[src/rtl/alu_pkg.sv]
// Shared constants and FSM encoding for the bit-serial ALU.
package alu_pkg;

    localparam logic MODE_LOGIC = 1'b0;
    localparam logic MODE_ARITH = 1'b1;

    localparam logic [1:0] SEL_PASS     = 2'b00;
    localparam logic [1:0] SEL_NOT_INC  = 2'b01;
    localparam logic [1:0] SEL_XOR_ADD  = 2'b10;
    localparam logic [1:0] SEL_XNOR_SUB = 2'b11;

    typedef enum logic {
        IDLE = 1'b0,
        RUN  = 1'b1
    } state_t;

endpackage

[src/rtl/alu_bit_slice.sv]
// One-bit ALU slice: logic ops, or a full adder with optional B inversion for subtract.
module alu_bit_slice
    import alu_pkg::*;
(
    input  logic       a,
    input  logic       b,
    input  logic       cin,
    input  logic [1:0] Select,
    input  logic       Mode,
    output logic       r,
    output logic       cout
);

    logic b_eff;

    always_comb begin
        r     = 1'b0;
        cout  = 1'b0;
        b_eff = 1'b0;
        if (Mode == MODE_LOGIC) begin
            case (Select)
                SEL_PASS:    r = a;
                SEL_NOT_INC: r = ~a;
                SEL_XOR_ADD: r = a ^ b;
                default:     r = ~(a ^ b);
            endcase
        end else begin
            // Transfer and increment ignore B; subtract adds ~B with carry-in 1.
            case (Select)
                SEL_XOR_ADD:  b_eff = b;
                SEL_XNOR_SUB: b_eff = ~b;
                default:      b_eff = 1'b0;
            endcase
            r    = a ^ b_eff ^ cin;
            cout = (a & b_eff) | (a & cin) | (b_eff & cin);
        end
    end

endmodule

[src/rtl/alu_serial.sv]
// Bit-serial ALU: WIDTH-bit operands processed LSB first through one slice,
// with a Start/Busy/Done handshake and Carry/Zero flags.
module alu_serial
    import alu_pkg::*;
#(
    parameter int unsigned WIDTH = 8,
    parameter int unsigned CNT_W = $clog2(WIDTH + 1)
) (
    input  logic             Clk,
    input  logic             Reset_n,
    input  logic             Start,
    input  logic [1:0]       Select,
    input  logic             Mode,
    input  logic [WIDTH-1:0] A,
    input  logic [WIDTH-1:0] B,
    output logic             Busy,
    output logic             Done,
    output logic [WIDTH-1:0] Result,
    output logic             Carry,
    output logic             Zero
);

    state_t             state_q;
    state_t             state_d;
    logic [CNT_W-1:0]   cnt_q;
    logic [WIDTH-1:0]   a_sr;
    logic [WIDTH-1:0]   b_sr;
    logic [WIDTH-1:0]   res_sr;
    logic               carry_q;
    logic [1:0]         sel_q;
    logic               mode_q;

    logic               load_c;
    logic               step_c;
    logic               last_c;
    logic               bit_r;
    logic               bit_cout;
    logic [WIDTH:0]     res_shift;
    logic [WIDTH-1:0]   res_next;

    alu_bit_slice u_slice (
        .a      (a_sr[0]),
        .b      (b_sr[0]),
        .cin    (carry_q),
        .Select (sel_q),
        .Mode   (mode_q),
        .r      (bit_r),
        .cout   (bit_cout)
    );

    // New result bit enters at the MSB; written this way so WIDTH=1 needs no special case.
    assign res_shift = {bit_r, res_sr};
    assign res_next  = res_shift[WIDTH:1];

    // State register
    always_ff @(posedge Clk or negedge Reset_n) begin
        if (!Reset_n) begin
            state_q <= IDLE;
        end else begin
            state_q <= state_d;
        end
    end

    // Next-state logic
    always_comb begin
        state_d = state_q;
        case (state_q)
            IDLE:    if (Start) state_d = RUN;
            RUN:     if (cnt_q == CNT_W'(WIDTH - 1)) state_d = IDLE;
            default: state_d = IDLE;
        endcase
    end

    // Control strobes derived from the current state
    always_comb begin
        load_c = 1'b0;
        step_c = 1'b0;
        last_c = 1'b0;
        case (state_q)
            IDLE: load_c = Start;
            RUN: begin
                step_c = 1'b1;
                last_c = (cnt_q == CNT_W'(WIDTH - 1));
            end
            default: ;
        endcase
    end

    // Operand/result shifters, carry chain and bit counter
    always_ff @(posedge Clk or negedge Reset_n) begin
        if (!Reset_n) begin
            a_sr    <= '0;
            b_sr    <= '0;
            res_sr  <= '0;
            carry_q <= 1'b0;
            cnt_q   <= '0;
            sel_q   <= SEL_PASS;
            mode_q  <= MODE_LOGIC;
        end else if (load_c) begin
            a_sr    <= A;
            b_sr    <= B;
            res_sr  <= '0;
            sel_q   <= Select;
            mode_q  <= Mode;
            // Increment and subtract both start with carry-in 1.
            carry_q <= (Mode == MODE_ARITH) && Select[0];
            cnt_q   <= '0;
        end else if (step_c) begin
            a_sr    <= a_sr >> 1;
            b_sr    <= b_sr >> 1;
            res_sr  <= res_next;
            carry_q <= bit_cout;
            cnt_q   <= last_c ? '0 : cnt_q + CNT_W'(1);
        end
    end

    // Handshake and architectural outputs; Result/flags only move on the final bit
    always_ff @(posedge Clk or negedge Reset_n) begin
        if (!Reset_n) begin
            Busy   <= 1'b0;
            Done   <= 1'b0;
            Result <= '0;
            Carry  <= 1'b0;
            Zero   <= 1'b0;
        end else begin
            Done <= last_c;
            if (load_c) begin
                Busy <= 1'b1;
            end else if (last_c) begin
                Busy <= 1'b0;
            end
            if (last_c) begin
                Result <= res_next;
                Carry  <= (mode_q == MODE_ARITH) ? bit_cout : 1'b0;
                Zero   <= (res_next == '0);
            end
        end
    end

endmodule

[config.mk]
export PLATFORM = sky130hd
export DESIGN_NAME = alu_serial
export DESIGN_NICKNAME = d
export VERILOG_FILES = /design/src/rtl/alu_pkg.sv /design/src/rtl/alu_bit_slice.sv /design/src/rtl/alu_serial.sv
export SDC_FILE = /design/constraint.sdc
export NUM_CORES = 1
export LEC_CHECK = 0
export ABC_AREA = 1
export CAP_MARGIN = 20
export CORE_AREA = 2 2 68 70
export DETAILED_ROUTE_END_ITERATION = 7
export DIE_AREA = 0 0 70 72
export PLACE_DENSITY = 0.71
export SLEW_MARGIN = 15
export SYNTH_ARGS = -nofsm -noshare
export SYNTH_HDL_FRONTEND = slang
export SYNTH_SLANG_ARGS = --single-unit
[constraint.sdc]
create_clock -name Clk -period 1.65 [get_ports Clk]
set_clock_uncertainty 0.2 [all_clocks]
set_input_delay 0.33 -clock Clk [delete_from_list [all_inputs] [get_ports Clk]]
set_output_delay 0.33 -clock Clk [all_outputs]
set_load 0.02 [all_outputs]
After elaboration in Yosys (flattened, before gate mapping)

Index checks and enable logic that the tools add are counted.

Bits in registers: 45
Bits of input ports: 22
Output and inout port bits: 12
Word-level logic and storage cells: 60

$add $sub $neg: 1
Eq/ne operators: 4
Multiplexer cells: 25
Bitwise operators: 12
Reductions and logical operators: 5

Operator list:

| cell                                                                   | number |
|---|---|
| 8-bit two-way mux                                                      | 6 |
| 1-bit two-way mux                                                      | 13 |
| 4-bit two-way mux                                                      | 3 |
| 8-bit zero test                                                        | 1 |
| 4-bit by 1-bit adder with 4-bit output (second input constant)         | 1 |
| 2-bit equality test (second input constant)                            | 2 |
| 4-bit by 3-bit equality test with 1-bit output (second input constant) | 1 |
| 1-bit inverter                                                         | 4 |
| 1-bit case mux with 2 select lines                                     | 2 |
| 2-bit nonzero test                                                     | 2 |
| 1-bit AND                                                              | 3 |
| 1-bit case mux with 3 select lines                                     | 1 |
| 1-bit XOR                                                              | 3 |
| 2-bit by 1-bit equality test with 1-bit output (second input constant) | 1 |
| 2-bit zero test                                                        | 1 |
| 1-bit bitwise OR                                                       | 2 |
| 1-bit logical AND                                                      | 1 |

Depth between registers and ports, before layout

Depth in word-level cells: 9
Mapped depth: 8
Gate-level depth less buffers: 7

Modules after synthesis

Synthesis repeated with hierarchy kept, for this count alone.

Cell total of the unflattened synthesis: 209
Area total of the unflattened synthesis: 1950.6 um^2

By module, submodules not included:

| module        | times used | cells each | area an instance (um^2) | seq. area each (um^2) |
|---|---|---|---|---|
| alu_serial    | 1          | 191        | 1859.3                  | 1101.1 |
| alu_bit_slice | 1          | 18         | 91.3                    | 0.0 |

Least setup slack after synthesis

Ideal clock, no wire load.

Kind: flip-flop to flip-flop
From: register b_sr[0]
To: register Result[7]
Setup time: 0.117 ns
Arrival time: 1.455 ns
Required time: 1.333 ns
Slack: -0.122 ns
Stages on the path, launching flop included: 7
Path buffers: 0
Period minus slack after synthesis: 1.772 ns
Path through: dfrtp_1 > o21ai_0 > a21oi_1 > fa_1 > or2_2 > nand3_1 > nand2_1

Longest elaborated chain between the ends: 6
Elaborated cells between the ends (all ways): 9
Those cells by class: 4 x mux; 5 x bitwise

Ends and longest elaborated chain:

| element                            | RTL line            | source |
|---|---|---|
| start, declared                    | alu_serial.sv:27    | `logic [WIDTH-1:0] b_sr;` |
| start signal, assigned             | alu_serial.sv:110   | `b_sr <= b_sr >> 1;` |
| 1-bit inverter                     | alu_bit_slice.sv:31 | `SEL_XNOR_SUB: b_eff = ~b;` |
| 1-bit case mux with 2 select lines | alu_bit_slice.sv:29 | `case (Select)` |
| 1-bit two-way mux                  | alu_bit_slice.sv:20 | `if (Mode == MODE_LOGIC) begin` |
| 1-bit XOR (2 in a row)             | alu_bit_slice.sv:34 | `r = a ^ b_eff ^ cin;` |
| 1-bit two-way mux (*)              | alu_bit_slice.sv:20 |  |
| end signal, assigned               | alu_serial.sv:133   | `Result <= res_next;` |
| end, declared                      | alu_serial.sv:18    | `output logic [WIDTH-1:0] Result,` |

Every way passes the cells marked *; elsewhere a longest branch is shown, timed or not. The select of a mux whose other input is x is not followed.
A chain may end at the register's enable or synchronous reset.

Worst setup path after layout

Same ends and word-level chain as after synthesis.

==> summary.md <==
| Metric | Value |
|---|---|
| Dpl ws | -0.142 ns |
| Fin crit period | approximately 1.8 ns |
| Fin util | 58.0% |
| Vias | around 1,500 |
| H-tree Lvls | 2 |
| Max FO, Critical Path | 4 |
| Syn avg cell area | about 9.3 um^2 |
| Root buffer cell | clkbuf_8 |
| Gr usage total | between 15 and 20% |
| Status | complete, but fails checks |
| Pin count of the biggest net entering global routing | 29 |
| Critical Path RT | approximately 1.6 ns |
| CP top delay family | adder cells |
| Core Region | around 4300 um^2 |
| Vias in the first global route | roughly 1,500 |
| Die Y | between 70 and 80 um |
| Setup ws final | -0.104 ns |
| DRT iter0 DRCs | around 120 |
| Fin nets | between 200 and 300 |
| CP Capture Type | flip-flop |
| Maxcap violations | 0 |
| Worst-Skew Late Latency | about 0.29 ns |
| GR Overflow Total | 0 |
| Final Max Slew Viols | 0 |
| Worst Hold Depth | 2 |
| Die area | slightly above 5000 um^2 |
| Hold_ws | around 0.27 ns |
| Vias per inst | between 4 and 5 |
| Num rows | 24 |
| Slowest CP cell | fa_1 |
| Total Wirelength | 3.68 mm |
| Wire per inst | around 12 um |
| First-pass GRT wire length | around 6.4 mm |
| Cell count along the critical path | 6 |
| Max Root-Sink Buffers | 2 |
| RSZ-0062 raised after global routing | yes |
| Crit path largest cell delay | roughly 0.45 ns |
| Clk sink count | 44 |
| Ys Warns | 0 |
| Initial antenna violation count | 0 |
| Fin cells | 303 |
| ANT nets after route | 0 |
| Sequential area share after synthesis | just under 60% |
| Post-DP HPWL | 2.62 mm |
| Failing checks | negative setup slack |
| CTS tree | yes |
| Cts bufs inserted | 5 |
| R2R depth | 6 |
| Worst IR Drop VDD | 0.626 mV |
| # port buffers | 33 |
| Slew Limit Headroom | about three quarters |
| Distinct cells, synth | 25 |
| P&R area growth vs syn | 29.9% |
| Placed cell count | 293 |
| Max Fclk | 0.570 GHz |
| Syn nets | 229 |
| Initial Utilization | between 40% and 50% |
| Mapped cell area | 1910 um^2 |
| Final Hold Fails | 0 |
| Synth Instances | around 210 |
| Leak pwr | 1.19 nW |
| Worst-margin pin slew | 0.399 ns |
| Seq cells post-synth | 44 |
| CP cell instances | o21ai_2, a21oi_2, fa_1, or2_4, nand3_2, nand2_1 |
| HP Class | reg2reg |
| Top Ports | 34 |
| Design area | around 2500 um^2 |
| Clk slew on worst S/H paths | roughly 0.080 ns |
| Crit path buf inv count | 0 |
| Layout cell share with drive strength beyond 1 | between 10 and 15% |
| Die X | 70 um |
| Setup CP Type | reg2reg |
| Routability Congestion | around 0.84 |
| Final setup fails | 2 |
| First drt pass iteration count | 4 |
| Share of the clock period used by the worst path | 106% |
| PwrDens | 1660 nW/um^2 |
| Antenna cells | 0 |
| Post-DP Area | roughly 2400 um^2 |
| Residual DRC | 0 |
| Arr. time, crit path | 1.74 ns |
| Worst setup SP type | flip-flop |
-- cell type report --
cell class | count | area (um^2)
timing repair buffer | 46 | 435
clock buffer | 8 | 90.1
inverter | 27 | 106
tap | 52 | 65.1
sequential | 44 | 1100
fill | 387 | 1790
multi-input combinational | 126 | 677
-- sequential cells by signal (all words and copies together), names as in the netlist --
name,flops
Busy,1
Carry,1
Done,1
Result,8
Zero,1
a_sr,8
b_sr,8
carry_q,1
cnt_q,4
mode_q,1
res_sr,7
sel_q,2
state_q,1
-- cells in the final DEF (no fill, tap or decap), types with 3 or more instances in the layout --
master           netlist  layout
dlygate4sd2_1          0      12
nand3_2                0       3
o211ai_1               5       5
a21oi_1                5       4
o221ai_1               6       6
o21ai_0                4       3
buf_4                  2      10
nand3_1               16      13
clkbuf_8               0       6
o21ai_2                6       7
inv_1                 24      24
dfrtp_1               44      44
nand2_1               58      57
clkdlybuf4s50_1        0      20
nor2_1                10       9
o22ai_1                6       6
-- kinds of logic after synthesis --
logic type	after synthesis	synth area share (%)
compound gates	37	13.5
buf+inv	35	8.27
xor+xnor	1	0.460
flops	44	57.8
simple gates	86	18.3
fa+ha+maj	2	1.71
-- worst paths after layout --
kind,from,end,slack (ns)
worst min-delay path,Busy,Busy,0.27
worst max register to register,b_sr[0],Result[7],-0.10
worst min register to register,Busy,Busy,0.27
min in group asynchronous,Reset_n,Carry,0.29
max in group asynchronous,Reset_n,b_sr[3],0.47
worst max-delay path,b_sr[0],Result[7],-0.10
-- synth_stat cells --
cell type  count  area, um^2
a31oi_1        1        6.26
o21a_1         1        7.51
o221ai_1       6        52.6
dfrtp_1       44        1100
nand2_1       58         218
o211ai_1       5        37.5
o22ai_1        6        37.5
buf_4          2        15.0
nand3_1       16        80.1
buf_6          1        11.3
nor2_1        10        37.5
fa_1           1        20.0
a22o_1         1        8.76
or2_2          1        6.26
inv_2          2        7.51
clkinv_4       1        8.76
inv_1         24        90.1
xor2_1         1        8.76
o21ai_1        2        10.0
buf_2          5        25.0
a21oi_1        5        25.0
ha_1           1        12.5
o21ai_2        6        52.6
nor2_2         1        6.26
o21ai_0        4        20.0
-- timing repair --
| action | CTS | global route |
|---|---|---|
| pin swaps | 1 | 1 |
| endpoints found under the hold margin | 16 | 0 |
| hold buffers | 1 | 0 |
| gates resized for setup | 12 | 5 |
| endpoints found under the setup margin | 15 | 4 |
| buffers inserted | 1 | 0 |
-- tightest hold or removal path, stage by stage, from the launching register on --
cell and delay (ns):
dfrtp_1 0.35, nand2_1 0.05, nand2_1 0.05
-- metal layers --
layer / vias to the layer above / share of wire [%] / GRT usage [%]
li1: 755 / - / -
met1: 704 / 46 / 19.8
met2: 32 / 49 / 27.8
met3: 5 / 4.5 / 4.58
met4: 0 / 0.92 / 3.85
met5: - / 0 / 0
-- report_power, final --
part	leakage [nW]	switching, mW	internal (mW)	total (mW)
clock network	0.0455	0.340	0.341	0.682
registers	0.564	0.240	1.51	1.75
logic	0.583	0.949	0.725	1.67
total	1.19	1.53	2.58	4.11
-- metrics by stage --
step,power (mW),setup TNS (ns)
global placement,3.44,-0.849
CTS,4.11,-0.162
finish,4.11,-0.201
floorplan,2.88,-0.154
detailed placement,3.50,-1.33
global route,4.45,-0.463
(Power assumes the default switching activity.)
